**src/rtl/midi_merge_arbiter_pkg.sv**
```systemverilog
// Shared MIDI constants, FSM state encoding and message sizing for midi_merge_arbiter.
package midi_pkg;

  typedef enum logic [1:0] {
    ST_IDLE,
    ST_SETTLE,
    ST_CHECK,
    ST_XFER
  } state_t;

  localparam logic [7:0] STATUS_SYSEX_START = 8'hF0;
  localparam logic [7:0] SYSEX_END          = 8'hF7;
  localparam logic [7:0] REALTIME_MIN       = 8'hF8;

  // Total message length for a status byte; 0 marks an open-ended sysex.
  function automatic logic [1:0] msg_len(input logic [7:0] status);
    logic [1:0] len;
    len = 2'd1;
    if (status == STATUS_SYSEX_START)
      len = 2'd0;
    else if (status[7:4] == 4'hC || status[7:4] == 4'hD)
      len = 2'd2;
    else if (status[7:4] != 4'hF)
      len = 2'd3;
    else if (status == 8'hF1 || status == 8'hF3)
      len = 2'd2;
    else if (status == 8'hF2)
      len = 2'd3;
    return len;
  endfunction

endpackage

```
**src/rtl/midi_merge_arbiter_rr_arbiter.sv**
```systemverilog
// Combinational round-robin pick: first request at or after ptr_i, wrapping modulo N.
module rr_arbiter #(
  parameter int N  = 4,
  parameter int PW = (N > 1) ? $clog2(N) : 1
) (
  input  logic [N-1:0]  req_i,
  input  logic [PW-1:0] ptr_i,
  output logic [N-1:0]  gnt_o,
  output logic [PW-1:0] idx_o,
  output logic          valid_o
);

  logic [PW:0]   sum;
  logic [PW-1:0] k;

  always_comb begin
    gnt_o   = '0;
    idx_o   = '0;
    valid_o = 1'b0;
    sum     = '0;
    k       = '0;
    for (int i = 0; i < N; i++) begin
      sum = {1'b0, ptr_i} + (PW+1)'(i);
      if (sum >= (PW+1)'(N)) sum = sum - (PW+1)'(N);
      k = sum[PW-1:0];
      if (!valid_o && req_i[k]) begin
        valid_o  = 1'b1;
        gnt_o[k] = 1'b1;
        idx_o    = k;
      end
    end
  end

endmodule

```
**src/rtl/midi_merge_arbiter.sv**
```systemverilog
// Round-robin, message-atomic merge of N MIDI source FIFOs into one destination FIFO.
// Define MIDI_MERGE_TIMEOUT_EN to abort a message whose source starves for TIMEOUT cycles.
//  state  | meaning
//  IDLE   | no owner; pick next non-empty source starting at rr_ptr
//  SETTLE | owner's head byte propagating (RD_LAT cycles)
//  CHECK  | wait for source byte and destination space
//  XFER   | one byte pushed/popped; message tracking updated
module midi_merge_arbiter
  import midi_pkg::*;
#(
  parameter int N_PORTS = 4,
  parameter int WIDTH   = 8,
  parameter int RD_LAT  = 2,
  parameter int TIMEOUT = 65535
) (
  input  logic                       clk,
  input  logic                       reset,
  input  logic [N_PORTS-1:0]         src_empty_n,
  input  logic [N_PORTS*WIDTH-1:0]   src_data,
  output logic [N_PORTS-1:0]         src_rd,
  input  logic                       dst_full_n,
  output logic                       dst_wr,
  output logic [WIDTH-1:0]           dst_data,
  output logic [N_PORTS-1:0]         grant,
  output logic                       busy
);

  localparam int PW = $clog2(N_PORTS);
  localparam logic [7:0] SETTLE_LAST = 8'(RD_LAT - 1);

  state_t               state_q, state_d;
  logic [PW-1:0]        rr_ptr_q, rr_ptr_d, gidx_q, gidx_d, pick_idx, ptr_next;
  logic [N_PORTS-1:0]   pick_gnt;
  logic                 pick_valid;
  logic [7:0]           settle_q, settle_d;
  logic [1:0]           need_q, need_d;
  logic                 sysex_q, sysex_d;
  logic [WIDTH-1:0]     run_q [N_PORTS];
  logic [WIDTH-1:0]     run_d [N_PORTS];
  logic [N_PORTS-1:0]   src_rd_q, src_rd_d, grant_q, grant_d;
  logic                 dst_wr_q, dst_wr_d, busy_q, busy_d;
  logic [WIDTH-1:0]     dst_data_q, dst_data_d, head;
  logic [7:0]           xbyte;

`ifdef MIDI_MERGE_TIMEOUT_EN
  localparam logic [15:0] TMO_LAST = 16'(TIMEOUT - 1);
  logic [15:0] tmo_q, tmo_d;

  always_ff @(posedge clk or posedge reset) begin
    if (reset) tmo_q <= '0;
    else       tmo_q <= tmo_d;
  end
`else
  logic unused_tmo;
  assign unused_tmo = (TIMEOUT != 0);
`endif

  rr_arbiter #(.N(N_PORTS), .PW(PW)) u_rr (
    .req_i   (src_empty_n),
    .ptr_i   (rr_ptr_q),
    .gnt_o   (pick_gnt),
    .idx_o   (pick_idx),
    .valid_o (pick_valid)
  );

  assign head     = src_data[gidx_q*WIDTH +: WIDTH];
  assign xbyte    = dst_data_q[7:0];
  assign ptr_next = (gidx_q == PW'(N_PORTS - 1)) ? '0 : gidx_q + 1'b1;

  always_comb begin
    state_d    = state_q;
    rr_ptr_d   = rr_ptr_q;
    gidx_d     = gidx_q;
    settle_d   = settle_q;
    need_d     = need_q;
    sysex_d    = sysex_q;
    run_d      = run_q;
    src_rd_d   = '0;
    dst_wr_d   = 1'b0;
    dst_data_d = dst_data_q;
    grant_d    = grant_q;
    busy_d     = busy_q;
`ifdef MIDI_MERGE_TIMEOUT_EN
    tmo_d      = tmo_q;
`endif
    case (state_q)
      ST_IDLE: begin
        if (pick_valid) begin
          grant_d  = pick_gnt;
          gidx_d   = pick_idx;
          busy_d   = 1'b1;
          settle_d = SETTLE_LAST;
          state_d  = ST_SETTLE;
        end
      end
      ST_SETTLE: begin
        if (settle_q == '0) state_d = ST_CHECK;
        else                settle_d = settle_q - 8'd1;
      end
      ST_CHECK: begin
        if (!src_empty_n[gidx_q]) begin
`ifdef MIDI_MERGE_TIMEOUT_EN
          if (tmo_q == TMO_LAST) begin
            need_d         = 2'd0;
            sysex_d        = 1'b0;
            run_d[gidx_q]  = '0;
            grant_d        = '0;
            busy_d         = 1'b0;
            rr_ptr_d       = ptr_next;
            tmo_d          = '0;
            state_d        = ST_IDLE;
          end else begin
            tmo_d = tmo_q + 16'd1;
          end
`endif
        end else if (dst_full_n) begin
          src_rd_d   = grant_q;
          dst_wr_d   = 1'b1;
          dst_data_d = head;
          state_d    = ST_XFER;
        end
      end
      ST_XFER: begin
`ifdef MIDI_MERGE_TIMEOUT_EN
        tmo_d = '0;
`endif
        // Realtime bytes fall through every branch and leave tracking untouched.
        if (xbyte >= REALTIME_MIN) begin
          need_d = need_q;
        end else if (xbyte[7]) begin
          sysex_d = 1'b0;
          need_d  = 2'd0;
          if (xbyte == STATUS_SYSEX_START) begin
            sysex_d       = 1'b1;
            run_d[gidx_q] = '0;
          end else if (xbyte != SYSEX_END) begin
            need_d = msg_len(xbyte) - 2'd1;
            if (xbyte[7:4] == 4'hF) run_d[gidx_q] = '0;
            else                    run_d[gidx_q] = dst_data_q;
          end
        end else if (need_q != 2'd0) begin
          need_d = need_q - 2'd1;
        end else if (!sysex_q && run_q[gidx_q] != '0) begin
          need_d = msg_len(run_q[gidx_q][7:0]) - 2'd2;
        end

        if (need_d == 2'd0 && !sysex_d) begin
          grant_d  = '0;
          busy_d   = 1'b0;
          rr_ptr_d = ptr_next;
          state_d  = ST_IDLE;
        end else begin
          settle_d = SETTLE_LAST;
          state_d  = ST_SETTLE;
        end
      end
      default: state_d = ST_IDLE;
    endcase
  end

  always_ff @(posedge clk or posedge reset) begin
    if (reset) begin
      state_q    <= ST_IDLE;
      rr_ptr_q   <= '0;
      gidx_q     <= '0;
      settle_q   <= '0;
      need_q     <= '0;
      sysex_q    <= 1'b0;
      src_rd_q   <= '0;
      dst_wr_q   <= 1'b0;
      dst_data_q <= '0;
      grant_q    <= '0;
      busy_q     <= 1'b0;
      for (int i = 0; i < N_PORTS; i++) run_q[i] <= '0;
    end else begin
      state_q    <= state_d;
      rr_ptr_q   <= rr_ptr_d;
      gidx_q     <= gidx_d;
      settle_q   <= settle_d;
      need_q     <= need_d;
      sysex_q    <= sysex_d;
      src_rd_q   <= src_rd_d;
      dst_wr_q   <= dst_wr_d;
      dst_data_q <= dst_data_d;
      grant_q    <= grant_d;
      busy_q     <= busy_d;
      run_q      <= run_d;
    end
  end

  assign src_rd   = src_rd_q;
  assign dst_wr   = dst_wr_q;
  assign dst_data = dst_data_q;
  assign grant    = grant_q;
  assign busy     = busy_q;

endmodule

```
**config.mk**
```make
export PLATFORM = sky130hd
export DESIGN_NAME = midi_merge_arbiter
export DESIGN_NICKNAME = d
export VERILOG_FILES = /design/src/rtl/midi_merge_arbiter_pkg.sv /design/src/rtl/midi_merge_arbiter_rr_arbiter.sv /design/src/rtl/midi_merge_arbiter.sv
export SDC_FILE = /design/constraint.sdc
export NUM_CORES = 1
export LEC_CHECK = 0
export ABC_AREA = 1
export CAP_MARGIN = 20
export CORE_ASPECT_RATIO = 1.5
export CORE_MARGIN = 4
export CORE_UTILIZATION = 40
export DETAILED_ROUTE_END_ITERATION = 12
export SETUP_SLACK_MARGIN = 0.3
export SKIP_CTS_REPAIR_TIMING = 1
export SYNTH_ARGS = -nofsm -noshare
export SYNTH_HDL_FRONTEND = slang
export SYNTH_SLANG_ARGS = --single-unit
```
**constraint.sdc**
```tcl
create_clock -name clk -period 2.3 [get_ports clk]
set_clock_uncertainty 0.05 [all_clocks]
set_input_delay 0.575 -clock clk [delete_from_list [all_inputs] [get_ports clk]]
set_output_delay 0.575 -clock clk [all_outputs]
set_load 0.01 [all_outputs]
```
======== Word level (Yosys, flattened, before mapping) ========
Cells that the tools add are included.
W data, S select, Z words.
word-level totals
  flip-flop bits (word level) ............. 67
  input bits .............................. 39
  output and inout port bits .............. 18
  word-level logic and storage cells ...... 208
operators by class
  add/sub/neg operators ................... 12
  order comparisons ....................... 16
  equality and inequality tests ........... 27
  shifts and indexed selects .............. 1
  multiplexer cells ....................... 96
  bitwise operators ....................... 7
  reductions and logical operators ........ 34
operator list
  operator               number
  $mux W32               3
  $mux W2                39
  $eq A8 B8 Y1 const B   8
  $mux W8                6
  $mux W4                9
  $and A32 B32 Y32       1
  $bwmux W32             1
  $not A32 Y32           1
  $shiftx A32 B6 Y8      1
  $pmux W8 S3            1
  $mux W1                23
  $eq A4 B4 Y1 const B   5
  $bmux W8 S2            1
  $demux W8 S2           1
  $lt A2 B3 Y1 const B   5
  $ne A2 B2 Y1 const B   7
  $ge A3 B3 Y1 const B   4
  $or A4 B4 Y4           3
  $reduce_and A4 Y1      3
  $sub A2 B1 Y2 const B  6
  $bmux W1 S2            5
  $logic_and A1 B1 Y1    10
  $demux W1 S2           4
  $ge A2 B1 Y1 const B   4
  other kinds (26)       42

======== Longest topological paths before layout ========
  depth in word-level cells ............... 25
  gate-level depth with buffers ........... 20
  gate-level depth less buffers ........... 17

======== By module ========
Synthesis repeated with hierarchy kept, for this count alone.
second synthesis, totals
  cell total of the unflattened synthesis .. 555
  area total of the unflattened synthesis .. 4251.6 um^2
modules (own cells, without submodules)
  module              instances  cells each  area each (um^2)  sequential area each (um^2)
  midi_merge_arbiter  1          481         3811.2            1676.6
  rr_arbiter          1          74          440.4             0.0

======== Worst setup path after synthesis ========
Ideal clock, no wire load.
  kind .................................... reg2reg
  start ................................... register gidx_q[0]
  end ..................................... register run_q[12] in the netlist's numbering
  setup time .............................. 0.125 ns
  arrival time ............................ 2.089 ns
  required time ........................... 2.125 ns
  setup slack ............................. 0.036 ns
  stages on the path, launching flop included .. 10
  buffers on the path ..................... 4
  cells stage by stage .................... dfrtp_1 > buf_6 > inv_8 > buf_8 > clkbuf_1 > clkbuf_1 > ha_1 > inv_1 > nor2_2 > mux2_2
between the ends
  word-level cells in the longest chain between the ends .. 10
  elaborated cells on any way between the ends .. 12
  classes of those cells .................. 2 x order compare; 6 x mux; 3 x bitwise; 1 x reduce/logical
RTL lines
  what                                                                RTL line                                                                         RTL
  start, declared                                                     midi_merge_arbiter.sv:32                                                         logic [PW-1:0] rr_ptr_q, rr_ptr_d, gidx_q, gidx_d, pick_idx, ptr_next;
  start signal, assigned                                              midi_merge_arbiter.sv:178                                                        gidx_q <= gidx_d;
  $not A2 Y3 (implied by the code) (*)                                midi_merge_arbiter.sv:135, midi_merge_arbiter.sv:138, midi_merge_arbiter.sv:139
  $ge A3 B3 Y1 (implied by the code) or $lt A3 B1 Y1 (tied branches)  midi_merge_arbiter.sv:135, midi_merge_arbiter.sv:138, midi_merge_arbiter.sv:139
  $logic_and A1 B1 Y1 (implied by the code)                           midi_merge_arbiter.sv:135, midi_merge_arbiter.sv:138, midi_merge_arbiter.sv:139
  $mux W8 (implied by the code)                                       midi_merge_arbiter.sv:135, midi_merge_arbiter.sv:138, midi_merge_arbiter.sv:139
  $demux W8 S2 (*)                                                    midi_merge_arbiter.sv:135, midi_merge_arbiter.sv:138, midi_merge_arbiter.sv:139
  $not A32 Y32 (no source line)                                       -
  $and A32 B32 Y32 (no source line)                                   -
  $mux W32                                                            midi_merge_arbiter.sv:138                                                        if (xbyte[7:4] == 4'hF) run_d[gidx_q] = '0;
  $mux W32                                                            midi_merge_arbiter.sv:136                                                        end else if (xbyte != SYSEX_END) begin
  $mux W32 (*)                                                        midi_merge_arbiter.sv:133                                                        if (xbyte == STATUS_SYSEX_START) begin
  end signal, assigned                                                midi_merge_arbiter.sv:187                                                        run_q <= run_d;
  end, declared                                                       midi_merge_arbiter.sv:38                                                         logic [WIDTH-1:0] run_q [N_PORTS];
Every way passes the cells marked *; elsewhere a longest branch is shown, timed or not. The select of a mux whose other input is x is not followed.
A chain may end at the register's enable or synchronous reset.

======== Worst setup path in the final report ========
  start ................................... register gidx_q[0]
  end ..................................... register settle_q[4]
between the ends
  word-level cells in the longest chain between the ends .. 25
  elaborated cells on any way between the ends .. 35
  classes of those cells .................. 1 x add/sub; 8 x eq/ne; 18 x mux; 1 x bitwise; 7 x reduce/logical
RTL lines
  what                                            RTL line                                                    RTL
  $not A2 Y3 (implied by the code) (*)            midi_merge_arbiter.sv:143, midi_merge_arbiter.sv:144
  $bmux W8 S2 (*)                                 midi_merge_arbiter.sv:143, midi_merge_arbiter.sv:144
  $mux W8 (implied by the code) (*) (2 in a row)  midi_merge_arbiter.sv:143, midi_merge_arbiter.sv:144
  $eq A8 B8 Y1, on equally long branches          midi_merge_arbiter_pkg.sv:27, midi_merge_arbiter_pkg.sv:25
  $mux W2 or $logic_or A1 B1 Y1 (tied branches)   midi_merge_arbiter_pkg.sv:27, midi_merge_arbiter_pkg.sv:25
  $mux W2                                         midi_merge_arbiter_pkg.sv:25                                else if (status == 8'hF1 || status == 8'hF3)
  $mux W2                                         midi_merge_arbiter_pkg.sv:23                                else if (status[7:4] != 4'hF)
  $mux W2                                         midi_merge_arbiter_pkg.sv:21                                else if (status[7:4] == 4'hC || status[7:4] == 4'hD)
  [8 not listed]                                  -
  $mux W2 (*)                                     midi_merge_arbiter.sv:141                                   end else if (need_q != 2'd0) begin
  $mux W2 (*)                                     midi_merge_arbiter.sv:130                                   end else if (xbyte[7]) begin
  $mux W2 (*)                                     midi_merge_arbiter.sv:128                                   if (xbyte >= REALTIME_MIN) begin
  $mux W2 (*)                                     midi_merge_arbiter.sv:86                                    case (state_q)
  $logic_not A2 Y1 (*)                            midi_merge_arbiter.sv:147                                   if (need_d == 2'd0 && !sysex_d) begin
  $logic_and A1 B1 Y1 (*)                         midi_merge_arbiter.sv:147
  $ne A2 B2 Y1 (no source line) (*)               -
  $reduce_and A4 Y1 (no source line) (*)          -
  end signal, assigned                            midi_merge_arbiter.sv:179                                   settle_q <= settle_d;
  end, declared                                   midi_merge_arbiter.sv:35                                    logic [7:0] settle_q, settle_d;
Marks and branches as above.

==> summary.md <==
| Metric | Value |
|---|---|
| Clk sink count | 67 |
| Async set-or-reset flop fraction in the synthesized netlist | 100% |
| Max Fclk | 0.468 GHz |
| Worst skew pair latency | 0.34 ns |
| Die area | 11900 um2 |
| Place WS | -0.221 ns |
| Tot Pwr | 0.00826 W |
| Leak Pwr | 2.72 nW |
| Slew headroom | 68.3% |
| Buf/Inv on CP | 2 |
| Pwr dens | 1420 nW/um2 |
| Drt pass-1 iters | 4 |
| Worst path slowest cell | dfrtp_2 |
| Max-slew violations | 0 |
| Vias per cell | 5.12 |
| Largest stage delay, worst path | 0.43 ns |
| Post-synth EDFFs | 0 |
| FP Rows | 44 |
| Max_cap viols | 0 |
| Seq/Total Area, Yosys | 41.3% |
| Outcome | finished clean |
| Vias in the first global route | 3801 |
| Cell variety after synth | 42 |
| DR DRC count | 0 |
| CP most frequent cell | nand2_1 |
| CTS tree | yes |
| Yosys top cell by area | dfrtp_1 |
| Worst slew pin tran | 0.474 ns |
| Routability cong. | 0.829 |
| Port bufs | 56 |
| Synth cell count leaders | nand2_1 (120), dfrtp_1 (67), inv_1 (59), nor2_1 (57), o21ai_0 (52) |
| Overflow after GRT | 0 |
| Antenna viol nets, final | 0 |
| Die H | 131 um |
| Via count | 3791 |
| Mapped Cells | 511 |
| RSZ-0062 raised after global routing | true |
| Drt total wl | 11.8 mm |
| DR iter-0 viols | 168 |
| GRT Resource Usage Total | 19.4% |
| Syn_area_per_cell | 7.95 um2 |
| CTS max path bufs | 2 |
| Critical Path, Cell by Cell | buf_12, buf_6, nand2_2, nand3_2, nand2_4, nand2_2, nor2_4, a21oi_2, nand2_1, nand2_1, nand2_1, nand3_2, nor2_4, nand2_8, nand2_4, o21ai_1 |
| Clock-pin slew on the worst setup and hold paths | 0.05 ns |
| Synth top area share | 41.3% |
| Synth warn | 0 |
| Final Hold Vio Count | 0 |
| Critical Setup Path Class | reg2reg |
| Floorplan core area | 9800 um2 |
| Synth-to-Final Area Change | 42.8% |
| Yosys reg bits | 67 |
| Largest net degree at the start of global routing | 39 |
| DPL Wire Length | 8.28 mm |
| Setup crit start kind | flip-flop |
| Crit path max fanout | 7 |
| Finish-stage setup viols | 0 |
| Most numerous cell in the Yosys netlist | nand2_1 |
| Fin worst setup slack | 0.161 ns |
| Hold Crit Class | reg2reg |
| CTS Buf Count | 9 |
| R2r setup slk | 0.16 ns |
| Period utilization | 93.0% |
| Top_reg_cell synth | dfrtp_1 |
| I/O pin count | 57 |
| Max rail drop VDD | 0.000824 V |
| Final net count | 679 |
| Initial antenna violation count | 0 |
| Worst path top cell family by delay | simple AND/OR/NAND/NOR gates |
| Worst EP arrival | 2.31 ns |
| Global-route wire length before repair | 18.3 mm |
| Cell area after synthesis | 4060 um2 |
| Fill cells | 888 |
| CTS root buffer | clkbuf_16 |
| Synth top area cells | dfrtp_1 (41%), nand2_1 (11%), o21ai_0 (6.4%), mux2_2 (5.5%), inv_1 (5.4%) |
| DR WL/cell | 15.9 um |
| Share of cells above drive strength 1 | 28.8% |
| Initial core utilization | 41.5% |
| H-tree Lvls | 3 |
| Antenna diode count | 0 |
| Synthesized net count | 567 |
| Final worst path period need | 2.14 ns |
| Required time of the critical path | 2.47 ns |
| DIE WIDTH | 90.3 um |
| CP endpoint kind | flip-flop |
-- final cells by class --
type | instances | area (um2) | area share, %
clock inverters | 2 | 35.0 | 0.604
repair inverters | 4 | 37.5 | 0.647
clock buffers | 12 | 267 | 4.59
inverters | 65 | 274 | 4.72
well taps | 115 | 144 | 2.48
repair buffers | 110 | 1100 | 18.9
flip-flops and latches | 67 | 1680 | 29.0
multi-input cells | 366 | 2270 | 39.1
-- per-layer routing --
metal  vias to the layer above  routed length [um]  global-route usage (%)
met3                        11                 474                    4.23
met2                        65                6440                    34.8
li1                       1885                   -                       -
met4                         0                 189                    9.03
met1                      1830                4670                    21.8
met5                         -                   0                       0
-- logic make-up (layout without fill, tap and decap cells) --
| logic type | Yosys count | in the layout | share of synthesized area, % |
|---|---|---|---|
| buffers and inverters | 79 | 193 | 8.90 |
| DFF | 67 | 67 | 41.3 |
| muxes | 20 | 20 | 5.54 |
| adders and majority gates | 17 | 17 | 5.23 |
| xor gates and xnor gates | 5 | 5 | 1.08 |
| AOI/OAI and AO/OA | 96 | 96 | 13.9 |
| and+or+nand+nor | 227 | 228 | 24.1 |
-- registers in the layout, summed over array words and instances (netlist names), 2 cells and up --
signal	count
dst_data	8
gidx_q	2
run_q	32
rr_ptr_q	2
state_q	2
grant	4
src_rd	4
settle_q	8
need_q	2
-- where the power goes --
part | internal, W | switching [W] | total, W | leakage (nW)
Clock | 0.000913 | 0.000485 | 0.00140 | 0.151
Combinational | 0.00204 | 0.00276 | 0.00480 | 1.72
Sequential | 0.00168 | 0.000382 | 0.00206 | 0.852
Total | 0.00463 | 0.00363 | 0.00826 | 2.72
-- layout by cell type, fill, tap and decap left out, types with 5 or more instances in the layout --
master / instances
nand2_1: 100
dfrtp_1: 63
inv_1: 49
nor2_1: 48
clkdlybuf4s50_1: 48
buf_4: 38
o21ai_0: 36
nand2_2: 22
o21ai_1: 20
nand3_1: 17
ha_1: 16
mux2_2: 15
nand3_2: 11
a21oi_1: 10
inv_2: 10
o22ai_1: 10
clkbuf_16: 9
nor2_4: 8
dlymetal6s2s_1: 8
buf_6: 8
nor2_2: 7
buf_12: 6
or2_2: 5
mux2_4: 5
xor2_1: 5
-- worst min-delay path, cell delays in order (launching register included) --
cell     delay [ns]
dfrtp_1        0.34
nand2_1        0.05
nand2_1        0.05
-- final timing paths --
| path | from | to | cells after the start |
|---|---|---|---|
| max in group asynchronous | reset | run_q[5] | 3 |
| worst min-delay path | settle_q[0] | settle_q[0] | 2 |
| worst max register to register | gidx_q[0] | settle_q[4] | 16 |
| worst max-delay path | gidx_q[0] | settle_q[4] | 16 |
| min in group asynchronous | reset | run_q[14] | 2 |
| worst min register to register | settle_q[0] | settle_q[0] | 2 |
-- per-stage QoR --
step                      cell area [um2]  instances  hold WS, ns  TNS (ns)  utilization [%]
final                                5800        741        0.433         0             59.2
after global routing                 5800        741        0.456         0             59.2
after CTS                            5270        714        0.437         0             53.8
after detailed placement             4970        700        0.416     -3.86             50.7
after global placement               4970        700        0.414     -3.69             50.7
after floorplan                      4100        511        0.399         0                -
No activity file was read; power rests on OpenSTA's default activity.
